**src/rtl/laundry_pkg.sv**
```systemverilog
// laundry_pkg: shared types, default parameters and the round-robin picker
// for the laundry scheduler.
//   state_e   : dispatch FSM states (IDLE, START, WAIT)
//   DEF_*     : default parameter values
//   rr_first  : first set bit of a request vector searching upward from a
//               pointer with wrap at n
package laundry_pkg;

    localparam int unsigned DEF_NUM_MACHINES = 4;
    localparam int unsigned DEF_QUEUE_DEPTH  = 8;
    localparam int unsigned DEF_ACK_TIMEOUT  = 4;
    localparam int unsigned MAX_MACHINES     = 8;
    localparam int unsigned RR_IDX_W         = 3;

    typedef enum logic [1:0] {
        IDLE  = 2'd0,
        START = 2'd1,
        WAIT  = 2'd2
    } state_e;

    // First requester at or above ptr, wrapping modulo n (ptr < n <= 8).
    function automatic logic [RR_IDX_W-1:0] rr_first(
        input logic [MAX_MACHINES-1:0] req,
        input logic [RR_IDX_W-1:0]     ptr,
        input int unsigned             n
    );
        logic [RR_IDX_W-1:0] idx;
        logic                found;
        int unsigned         j;
        idx   = '0;
        found = 1'b0;
        for (int unsigned k = 0; k < MAX_MACHINES; k++) begin
            j = 32'(ptr) + k;
            if (j >= n) j = j - n;
            if ((k < n) && !found && req[j[RR_IDX_W-1:0]]) begin
                idx   = j[RR_IDX_W-1:0];
                found = 1'b1;
            end
        end
        return idx;
    endfunction

endpackage

```
**src/rtl/laundry_scheduler_if.sv**
```systemverilog
// laundry_scheduler_if: front-panel and machine-pool signals of the scheduler.
//   coin, second_wash, fault_clear      : front panel -> scheduler
//   machine_busy, lid_open              : machines -> scheduler
//   machine_start, machine_second_wash  : scheduler -> machines
//   queue_count, queue_full, coin_reject, machine_fault : status
// Modports: slave = scheduler, master = environment.
interface laundry_scheduler_if
    import laundry_pkg::*;
#(
    parameter int unsigned NUM_MACHINES = DEF_NUM_MACHINES,
    parameter int unsigned QUEUE_DEPTH  = DEF_QUEUE_DEPTH
) ();

    logic                               coin;
    logic                               second_wash;
    logic                               fault_clear;
    logic [NUM_MACHINES-1:0]            machine_busy;
    logic [NUM_MACHINES-1:0]            lid_open;
    logic [NUM_MACHINES-1:0]            machine_start;
    logic [NUM_MACHINES-1:0]            machine_second_wash;
    logic [$clog2(QUEUE_DEPTH+1)-1:0]   queue_count;
    logic                               queue_full;
    logic                               coin_reject;
    logic [NUM_MACHINES-1:0]            machine_fault;

    modport slave (
        input  coin, second_wash, fault_clear, machine_busy, lid_open,
        output machine_start, machine_second_wash, queue_count, queue_full,
               coin_reject, machine_fault
    );

    modport master (
        output coin, second_wash, fault_clear, machine_busy, lid_open,
        input  machine_start, machine_second_wash, queue_count, queue_full,
               coin_reject, machine_fault
    );

endinterface

```
**src/rtl/req_fifo.sv**
```systemverilog
// req_fifo: 1-bit wide synchronous FIFO holding pending second-wash choices.
//   push_i/din_i : write (ignored when full)
//   pop_i        : discard head (ignored when empty)
//   head_o       : current head bit
//   count_o, full_o, empty_o : occupancy, registered
module req_fifo #(
    parameter  int unsigned DEPTH = 8,
    localparam int unsigned CW    = $clog2(DEPTH+1)
) (
    input  logic          clk,
    input  logic          rst,
    input  logic          push_i,
    input  logic          din_i,
    input  logic          pop_i,
    output logic          head_o,
    output logic [CW-1:0] count_o,
    output logic          full_o,
    output logic          empty_o
);

    localparam int unsigned AW = (DEPTH > 1) ? $clog2(DEPTH) : 1;

    logic [DEPTH-1:0] mem_q;
    logic [AW-1:0]    wr_q, rd_q;
    logic [CW-1:0]    count_q, count_d;
    logic             full_q, empty_q;
    logic             do_push, do_pop;

    assign do_push = push_i & ~full_q;
    assign do_pop  = pop_i & ~empty_q;

    // Occupancy update; simultaneous push and pop leaves it unchanged.
    always_comb begin
        count_d = count_q;
        case ({do_push, do_pop})
            2'b10:   count_d = count_q + CW'(1);
            2'b01:   count_d = count_q - CW'(1);
            default: count_d = count_q;
        endcase
    end

    always_ff @(posedge clk) begin
        if (rst) begin
            mem_q   <= '0;
            wr_q    <= '0;
            rd_q    <= '0;
            count_q <= '0;
            full_q  <= 1'b0;
            empty_q <= 1'b1;
        end else begin
            if (do_push) begin
                mem_q[wr_q] <= din_i;
                wr_q        <= wr_q + AW'(1);
            end
            if (do_pop) rd_q <= rd_q + AW'(1);
            count_q <= count_d;
            full_q  <= (count_d == CW'(DEPTH));
            empty_q <= (count_d == '0);
        end
    end

    assign head_o  = mem_q[rd_q];
    assign count_o = count_q;
    assign full_o  = full_q;
    assign empty_o = empty_q;

endmodule

```
**src/rtl/laundry_scheduler.sv**
```systemverilog
// laundry_scheduler: queues paid requests and dispatches them round-robin to
// idle, lid-closed, non-faulted washing machines; a request leaves the queue
// only once the chosen machine reports busy.
//   clk, rst : clock, synchronous active-high reset
//   bus      : laundry_scheduler_if.slave (coin/panel inputs, machine start
//              and second-wash drives, queue status, sticky faults)
//   wash_count (only with LAUNDRY_STATS_EN): saturating acknowledged-dispatch count
module laundry_scheduler
    import laundry_pkg::*;
#(
    parameter int unsigned NUM_MACHINES = DEF_NUM_MACHINES,
    parameter int unsigned QUEUE_DEPTH  = DEF_QUEUE_DEPTH,
    parameter int unsigned ACK_TIMEOUT  = DEF_ACK_TIMEOUT
) (
    input  logic                 clk,
    input  logic                 rst,
    laundry_scheduler_if.slave   bus
`ifdef LAUNDRY_STATS_EN
    ,
    output logic [15:0]          wash_count
`endif
);

    localparam int unsigned SEL_W  = (NUM_MACHINES > 1) ? $clog2(NUM_MACHINES) : 1;
    localparam int unsigned TCNT_W = $clog2(ACK_TIMEOUT + 1);
    localparam int unsigned CNT_W  = $clog2(QUEUE_DEPTH + 1);

    state_e                  state_q, state_d;
    logic [SEL_W-1:0]        sel_q, sel_d, rr_ptr_q, rr_ptr_d, pick_c;
    logic [TCNT_W-1:0]       tcnt_q, tcnt_d;
    logic [NUM_MACHINES-1:0] start_q, start_d, sw_q, sw_d, fault_q, fault_d;
    logic [NUM_MACHINES-1:0] elig_c;
    logic                    reject_q, push_c, pop_c;
    logic                    fifo_head, fifo_full, fifo_empty;
    logic [CNT_W-1:0]        fifo_count;

    // Full is the registered flag, so a same-cycle pop cannot rescue a coin.
    assign push_c = bus.coin & ~fifo_full;
    assign elig_c = ~bus.machine_busy & ~bus.lid_open & ~fault_q;
    assign pick_c = SEL_W'(rr_first(MAX_MACHINES'(elig_c), RR_IDX_W'(rr_ptr_q), NUM_MACHINES));

    req_fifo #(.DEPTH(QUEUE_DEPTH)) u_fifo (
        .clk     (clk),
        .rst     (rst),
        .push_i  (push_c),
        .din_i   (bus.second_wash),
        .pop_i   (pop_c),
        .head_o  (fifo_head),
        .count_o (fifo_count),
        .full_o  (fifo_full),
        .empty_o (fifo_empty)
    );

    always_ff @(posedge clk) begin
        if (rst) begin
            state_q  <= IDLE;
            sel_q    <= '0;
            rr_ptr_q <= '0;
            tcnt_q   <= '0;
            start_q  <= '0;
            sw_q     <= '0;
            fault_q  <= '0;
            reject_q <= 1'b0;
        end else begin
            state_q  <= state_d;
            sel_q    <= sel_d;
            rr_ptr_q <= rr_ptr_d;
            tcnt_q   <= tcnt_d;
            start_q  <= start_d;
            sw_q     <= sw_d;
            fault_q  <= fault_d;
            reject_q <= bus.coin & fifo_full;
        end
    end

    // Dispatch FSM: select -> start pulse -> wait for busy or time out.
    always_comb begin
        state_d  = state_q;
        sel_d    = sel_q;
        rr_ptr_d = rr_ptr_q;
        tcnt_d   = tcnt_q;
        start_d  = '0;
        sw_d     = sw_q;
        fault_d  = fault_q;
        pop_c    = 1'b0;
        // Clear first so a coincident timeout still records its fault.
        if (bus.fault_clear) fault_d = '0;
        case (state_q)
            IDLE: begin
                if (!fifo_empty && (|elig_c)) begin
                    sel_d   = pick_c;
                    state_d = START;
                end
            end
            START: begin
                start_d[sel_q] = 1'b1;
                sw_d           = '0;
                sw_d[sel_q]    = fifo_head;
                tcnt_d         = '0;
                state_d        = WAIT;
            end
            WAIT: begin
                if (bus.machine_busy[sel_q]) begin
                    pop_c    = 1'b1;
                    rr_ptr_d = (sel_q == SEL_W'(NUM_MACHINES - 1)) ? '0 : sel_q + SEL_W'(1);
                    sw_d     = '0;
                    state_d  = IDLE;
                end else if (tcnt_q == TCNT_W'(ACK_TIMEOUT - 1)) begin
                    // Head stays queued and rr_ptr is kept, so the retry
                    // skips the now-faulted machine.
                    fault_d[sel_q] = 1'b1;
                    sw_d           = '0;
                    state_d        = IDLE;
                end else begin
                    tcnt_d = tcnt_q + TCNT_W'(1);
                end
            end
            default: state_d = IDLE;
        endcase
    end

`ifdef LAUNDRY_STATS_EN
    logic [15:0] wash_q;

    // Acknowledged dispatches, saturating.
    always_ff @(posedge clk) begin
        if (rst)                              wash_q <= '0;
        else if (pop_c && (wash_q != 16'hFFFF)) wash_q <= wash_q + 16'd1;
    end

    assign wash_count = wash_q;
`endif

    assign bus.machine_start       = start_q;
    assign bus.machine_second_wash = sw_q;
    assign bus.queue_count         = fifo_count;
    assign bus.queue_full          = fifo_full;
    assign bus.coin_reject         = reject_q;
    assign bus.machine_fault       = fault_q;

endmodule
```
**src/flat_wrapper.sv**
```systemverilog
// flat-port wrapper written by rule: the top's interface ports become plain ports
module laundry_scheduler_flat import laundry_pkg::*;
#(
    parameter int unsigned NUM_MACHINES = DEF_NUM_MACHINES,
    parameter int unsigned QUEUE_DEPTH  = DEF_QUEUE_DEPTH,
    parameter int unsigned ACK_TIMEOUT  = DEF_ACK_TIMEOUT
)
  (clk, rst, bus_coin, bus_second_wash, bus_fault_clear, bus_machine_busy, bus_lid_open, bus_machine_start, bus_machine_second_wash, bus_queue_count, bus_queue_full, bus_coin_reject, bus_machine_fault);
  laundry_scheduler_if #(.NUM_MACHINES(NUM_MACHINES), .QUEUE_DEPTH(QUEUE_DEPTH)) bus_i ();
  input  logic clk;
  input  logic rst;
  input wire logic [$bits(bus_i.coin)-1:0] bus_coin;
  input wire logic [$bits(bus_i.second_wash)-1:0] bus_second_wash;
  input wire logic [$bits(bus_i.fault_clear)-1:0] bus_fault_clear;
  input wire logic [$bits(bus_i.machine_busy)-1:0] bus_machine_busy;
  input wire logic [$bits(bus_i.lid_open)-1:0] bus_lid_open;
  output wire logic [$bits(bus_i.machine_start)-1:0] bus_machine_start;
  output wire logic [$bits(bus_i.machine_second_wash)-1:0] bus_machine_second_wash;
  output wire logic [$bits(bus_i.queue_count)-1:0] bus_queue_count;
  output wire logic [$bits(bus_i.queue_full)-1:0] bus_queue_full;
  output wire logic [$bits(bus_i.coin_reject)-1:0] bus_coin_reject;
  output wire logic [$bits(bus_i.machine_fault)-1:0] bus_machine_fault;
  assign bus_i.coin = bus_coin;
  assign bus_i.second_wash = bus_second_wash;
  assign bus_i.fault_clear = bus_fault_clear;
  assign bus_i.machine_busy = bus_machine_busy;
  assign bus_i.lid_open = bus_lid_open;
  assign bus_machine_start = bus_i.machine_start;
  assign bus_machine_second_wash = bus_i.machine_second_wash;
  assign bus_queue_count = bus_i.queue_count;
  assign bus_queue_full = bus_i.queue_full;
  assign bus_coin_reject = bus_i.coin_reject;
  assign bus_machine_fault = bus_i.machine_fault;
  laundry_scheduler #(.NUM_MACHINES(NUM_MACHINES), .QUEUE_DEPTH(QUEUE_DEPTH), .ACK_TIMEOUT(ACK_TIMEOUT)) u_core (.clk(clk), .rst(rst), .bus(bus_i));
endmodule
```
**config.mk**
```make
export PLATFORM = sky130hd
export DESIGN_NAME = laundry_scheduler_flat
export DESIGN_NICKNAME = d
export VERILOG_FILES = /design/src/rtl/laundry_pkg.sv /design/src/rtl/laundry_scheduler_if.sv /design/src/rtl/req_fifo.sv /design/src/rtl/laundry_scheduler.sv /design/src/flat_wrapper.sv
export SDC_FILE = /design/constraint.sdc
export NUM_CORES = 1
export LEC_CHECK = 0
export CORE_MARGIN = 2
export CORE_UTILIZATION = 56
export CTS_CLUSTER_SIZE = 30
export DETAILED_ROUTE_END_ITERATION = 12
export PLACE_DENSITY = 0.86
export SYNTH_ARGS = -nofsm -noshare
export SYNTH_HDL_FRONTEND = slang
export SYNTH_SLANG_ARGS = --single-unit
```
**constraint.sdc**
```tcl
create_clock -name clk -period 8.53 [get_ports clk]
set_input_delay 1.2795 -clock clk [delete_from_list [all_inputs] [get_ports clk]]
set_output_delay 1.2795 -clock clk [all_outputs]
set_load 0.05 [all_outputs]
```
# [Yosys cells after proc, flatten, opt, wreduce, memory -nomap -nowiden]
# Cells that the tools add are included.
# W data, S select, Z words.
[classes] order_cmp=13 n_mux=46 reduce_logical=20 bitwise=14 n_addsub=13 eq_ne=11
[ops] operator="$ge A32 B3 Y1 const B" n=3
[ops] operator="$lt A3 B4 Y1 const B" n=6
[ops] operator="$mux W4" n=6
[ops] operator="$mux W3" n=6
[ops] operator="$mux W2" n=8
[ops] operator="$pmux W4 S2" n=2
[ops] operator="$bmux W1 S3" n=5
[ops] operator="$mux W1" n=13
[ops] operator="$and A4 B4 Y4" n=3
[ops] operator="$not A4 Y4" n=3
[ops] operator="$add A3 B1 Y3 const B" n=3
[ops] operator="$sub A3 B3 Y3 const B" n=3
[ops] operator="$bwmux W8" n=1
[ops] operator="$reduce_and A2 Y1" n=4
[ops] operator="$add A2 B2 Y3 const B" n=2
[ops] operator="$eq A2 B2 Y1 const B" n=3
[ops] operator="$logic_and A1 B1 Y1" n=6
[ops] operator="$pmux W2 S3" n=1
[ops] operator="$pmux W3 S2" n=1
[ops] operator="$add A4 B1 Y4 const B" n=1
[ops] operator="$and A1 B1 Y1" n=4
[ops] operator="$eq A2 B1 Y1 const B" n=2
[ops] operator="$eq A4 B4 Y1 const B" n=1
[ops] operator="$logic_not A1 Y1" n=4
[ops] operator="23 further kinds" n=26
[totals] regBits=42 in_bits=13 elab_cells=131 output_inout_bits=18

# [Longest topological paths before layout]
[logic_depth] word_depth=15 mapped_depth=14 mapped_depth_nobuf=13

# [By module]
# Synthesis repeated with hierarchy kept, for this count alone.
[unflattened] cells_unflattened=224 hier_area_um2=2080.7
[modules_own_cells] mod="laundry_scheduler" n_inst=1 seq_area_each_um2=440.4 area_each_um2=1104.8 cells_each=123
[modules_own_cells] mod="req_fifo" n_inst=1 seq_area_each_um2=400.4 area_each_um2=975.9 cells_each=101

# [Worst setup path after synthesis]
# Ideal clock, no wire load.
[synth_path] path_kind="in2reg" start="input bus_machine_busy[3]" end="register u_core.u_fifo.full_q, in the netlist u_core.u_fifo.full_o" n_path_buf=1 path_slack_ns=5.119 setup_ns=0.078 t_arrival_ns=3.333 required_time_ns=8.452 stages=12 cell_sequence="mux2i_1 -> o32a_2 -> clkinv_2 -> buf_4 -> nand2_1 -> xnor2_1 -> ha_1 -> nor3b_1 -> o2111ai_1 -> mux2i_1 -> nor3_1 -> nor3_1"
[synth_via] elab_chain_len=8 elab_cells_between_ends=9 classes_between="eq/ne (3); mux (5); bitwise (1)"
[synth_lines] element="start: declaration" line_no="flat_wrapper.sv:15" text="input wire logic [$bits(bus_i.machine_busy)-1:0] bus_machine_busy;"
[synth_lines] element="$bmux W1 S2 (*)" line_no="laundry_scheduler.sv:103" text="if (bus.machine_busy[sel_q]) begin"
[synth_lines] element="$mux W1 (implied by the code) (*)" line_no="laundry_scheduler.sv:103"
[synth_lines] element="$mux W1 (*)" line_no="laundry_scheduler.sv:103"
[synth_lines] element="$mux W1 (*)" line_no="laundry_scheduler.sv:88" text="case (state_q)"
[synth_lines] element="$and A1 B1 Y1 (*)" line_no="req_fifo.sv:30" text="assign do_pop = pop_i & ~empty_q;"
[synth_lines] element="$eq A2 B1 Y1 / $eq A2 B2 Y1 (equally long branches)" line_no="req_fifo.sv:35" text="case ({do_push, do_pop})"
[synth_lines] element="$pmux W4 S2 (*)" line_no="req_fifo.sv:35"
[synth_lines] element="$eq A4 B4 Y1 (*)" line_no="req_fifo.sv:57" text="full_q <= (count_d == CW'(DEPTH));"
[synth_lines] element="end signal: assignment" line_no="req_fifo.sv:57"
[synth_lines] element="end: declaration" line_no="req_fifo.sv:26" text="logic full_q, empty_q;"
# Every way passes the cells marked *; elsewhere a longest branch is shown, timed or not. The select of a mux whose other input is x is not followed.
# A chain may end at the register's enable or synchronous reset.

# [Worst setup path after layout]
[layout_path] start="input bus_coin" end="register u_core.u_fifo.full_q, in the netlist u_core.u_fifo.full_o"
[layout_via] elab_chain_len=5 elab_cells_between_ends=6 classes_between="eq/ne (3); mux (1); bitwise (2)"
[layout_lines] element="start: declaration" line_no="flat_wrapper.sv:12" text="input wire logic [$bits(bus_i.coin)-1:0] bus_coin;"
[layout_lines] element="$and A1 B1 Y1 (*)" line_no="laundry_scheduler.sv:38" text="assign push_c = bus.coin & ~fifo_full;"
[layout_lines] element="$and A1 B1 Y1 (*)" line_no="req_fifo.sv:29" text="assign do_push = push_i & ~full_q;"
[layout_lines] element="$eq A2 B1 Y1 / $eq A2 B2 Y1 (equally long branches)" line_no="req_fifo.sv:35"
[layout_lines] element="$pmux W4 S2 (*)" line_no="req_fifo.sv:35"
[layout_lines] element="$eq A4 B4 Y1 (*)" line_no="req_fifo.sv:57"
# Every way passes the cells marked *; elsewhere a longest branch is shown, timed or not.

==> run summary <==
CTS Sinks: 42
first-iteration detailed-routing DRC count: 191
DR vias: 1913
CTS tree: built
Post-DP HPWL: 3.161 mm
# resized after CTS: 0
Initial Utilization: 58.99%
Leak: 0.9865 nW
synthesized area per cell: 8.875 um2
die area: 4431 um2
final core utilization: 70.03%
number of port buffers: 30
GPL Wtd Cong: 0.9040
Area Overhead vs Synth: 18.72%
Post-synth EDFFs: 0
vias in the first global route: 1725
setup_tns: 0 ns
Vias/cell: 5.941
global-route wire length before repair: 7.652 mm
H-tree depth: 2
drc violations: 0
crit path max fanout: 11
RSZ-0062 raised after global routing: no
Antenna Nets Post-Route: 0
Post-CTS Hold Buffers: 0
DRT Pass-1 Iters: 4
antenna violations before repair: 0
share of layout cells above drive strength 1: 6.204%
Final Max Slew Viols: 0
Yosys warning count: 0
WP data arrival: 4.64 ns
I/O pins: 31
kind of critical path: in -> reg
ys flop type: dfxtp_1
Seq cells post-synth: 42
largest net degree at the start of global routing: 40
run status: finished clean
Slew @ Worst Pin: 0.6932 ns
GR Overflow Total: 0
Mapped Cells: 247
clock skew: 0.006619 ns
Core ar.: 3716 um2
n_diodes: 0
Setup violations, final: 0
Final Hold Viols: 0
final wirelength: 4.609 mm
chip width: 66.57 um
worst vdd ir: 0.0001253 V
clock slew at reported path FFs: 0.08 ns
CTS Root Cell: clkbuf_8
mapped cell area: 2192 um2
Startpoint Class: input port
Max-Slew Margin vs Limit: 53.69%
setup bufs post-CTS: 0
most frequent cells in the layout: 42 x dfxtp_1, 32 x nor2_1, 30 x clkdlybuf4s50_1
commonest non-fill, non-tap cell in the layout: dfxtp_1
WL/cell: 14.31 um
Synthesized Nets: 273
Cell Rows: 22
asr flop ratio synth: 0%
Critical Path RT: 8.76 ns
Max Fclk: 226.8 MHz
Worst Hold Class: reg -> reg
worst-skew pair later-pin latency: 0.31 ns
unique cell type count in the Yosys netlist: 50
Num CTS Buffers: 5
pwr/cell area: 155.2 nW/um2
number of max-cap violations: 0
Final nets: 299
element type at the critical path end: flop
Total GRT Usage: 22.72%
Final min period: 4.409 ns
maximum clock path buffer count: 2
Period Utilization, post-route: 51.69%
Die Ht: 66.57 um
sequential element share of the synthesized area: 38.36%
cells by family after synthesis:
| family | share of synthesized area [%] |
|---|---|
| AO/OA/AOI/OAI | 14.55 |
| XOR/XNOR | 2.797 |
| adder cells (fa/ha/maj) | 7.420 |
| buffers and inverters | 4.280 |
| flip-flops | 38.36 |
| multiplexers | 10.90 |
| AND/OR/NAND/NOR | 21.69 |
worst paths after layout:
path | startpoint | to | slack (ns) | depth (start not counted)
hold reg to reg | u_core.tcnt_q[1] | u_core.tcnt_q[1] | 0.47 | 2
setup / recovery | bus_coin | u_core.u_fifo.full_o | 4.12 | 9
hold / removal | u_core.tcnt_q[1] | u_core.tcnt_q[1] | 0.47 | 2
setup reg to reg | u_core.state_q[0] | u_core.u_fifo.full_o | 5.18 | 13
registers in the layout, summed over array words and instances, names as in the netlist:
signal	count
u_core.u_fifo.mem_q	8
u_core.bus.machine_fault	4
u_core.bus.machine_second_wash	4
u_core.bus.machine_start	4
u_core.u_fifo.count_o	4
u_core.tcnt_q	3
u_core.u_fifo.rd_q	3
u_core.u_fifo.wr_q	3
u_core.rr_ptr_q	2
u_core.sel_q	2
u_core.state_q	2
u_core.bus.coin_reject	1
u_core.u_fifo.empty_o	1
u_core.u_fifo.full_o	1
report_power, final:
part	internal, mW	switching (mW)	leakage [nW]	total [mW]
Clock	0.0591	0.0756	0.0447	0.135
Sequential	0.201	0.00802	0.340	0.209
Combinational	0.0259	0.0340	0.602	0.0598
Total	0.286	0.118	0.986	0.404
cell usage after synthesis, types with 2 or more instances:
master	number	area, um2
mux4_2	3	67.56
clkbuf_1	8	30.03
a21oi_1	16	80.08
a22oi_1	4	30.03
nor3_1	6	30.03
nor2b_1	7	43.79
nand3_1	5	25.02
buf_2	2	10.01
o2111ai_1	5	43.79
nor3b_1	5	37.54
nand4b_1	2	17.52
nand2_1	18	67.56
xnor2_1	3	26.28
and2_1	4	25.02
dfxtp_1	42	840.8
a21o_1	2	15.01
nand4_1	2	12.51
ha_1	13	162.7
or3_1	6	37.54
nor2_1	32	120.1
o21ai_0	3	15.01
o22ai_1	2	12.51
xor2_1	4	35.03
nand3b_1	2	15.01
mux2i_1	16	160.2
inv_1	9	33.78
o211ai_1	3	22.52
layout make-up:
cell class | count | area, um2
Sequential cell | 42 | 840.8
Clock buffer | 5 | 68.82
Inverter | 11 | 42.54
Timing Repair Buffer | 31 | 307.8
Multi-Input combinational cell | 182 | 1257
Fill cell | 290 | 1114
Tap cell | 48 | 60.06
Clock inverter | 3 | 25.02
per-layer routing:
layer,part of all wire [%],global-route usage [%]
met4,2.1,9.949
met1,46,29.37
met2,47,36.25
met5,0,0
met3,4.8,5.068
critical path, cell delays in order:
cell and delay, ns:
clkdlybuf4s50_1 0.49, nor2b_1 0.58, clkinv_1 0.46, ha_1 0.54, nor3b_1 0.62, o2111ai_1 0.21, mux2i_1 0.22, nor3_1 0.11
nor3_1 0.14
through the flow:
step / std cells / total power [mW] / hold WS, ns / worst slack, ns / area [um2]
finish: 322 / 0.4039 / 0.4737 / 4.121 / 2603
floorplan: 247 / 0.2549 / 0.4356 / 5.119 / 2192
detailed placement: 314 / 0.2724 / 0.4603 / 3.913 / 2509
global placement: 314 / 0.2709 / 0.4475 / 4.164 / 2509
CTS: 322 / 0.4046 / 0.4720 / 4.155 / 2603
global route: 322 / 0.4191 / 0.5216 / 3.743 / 2603
(Power assumes the default switching activity.)
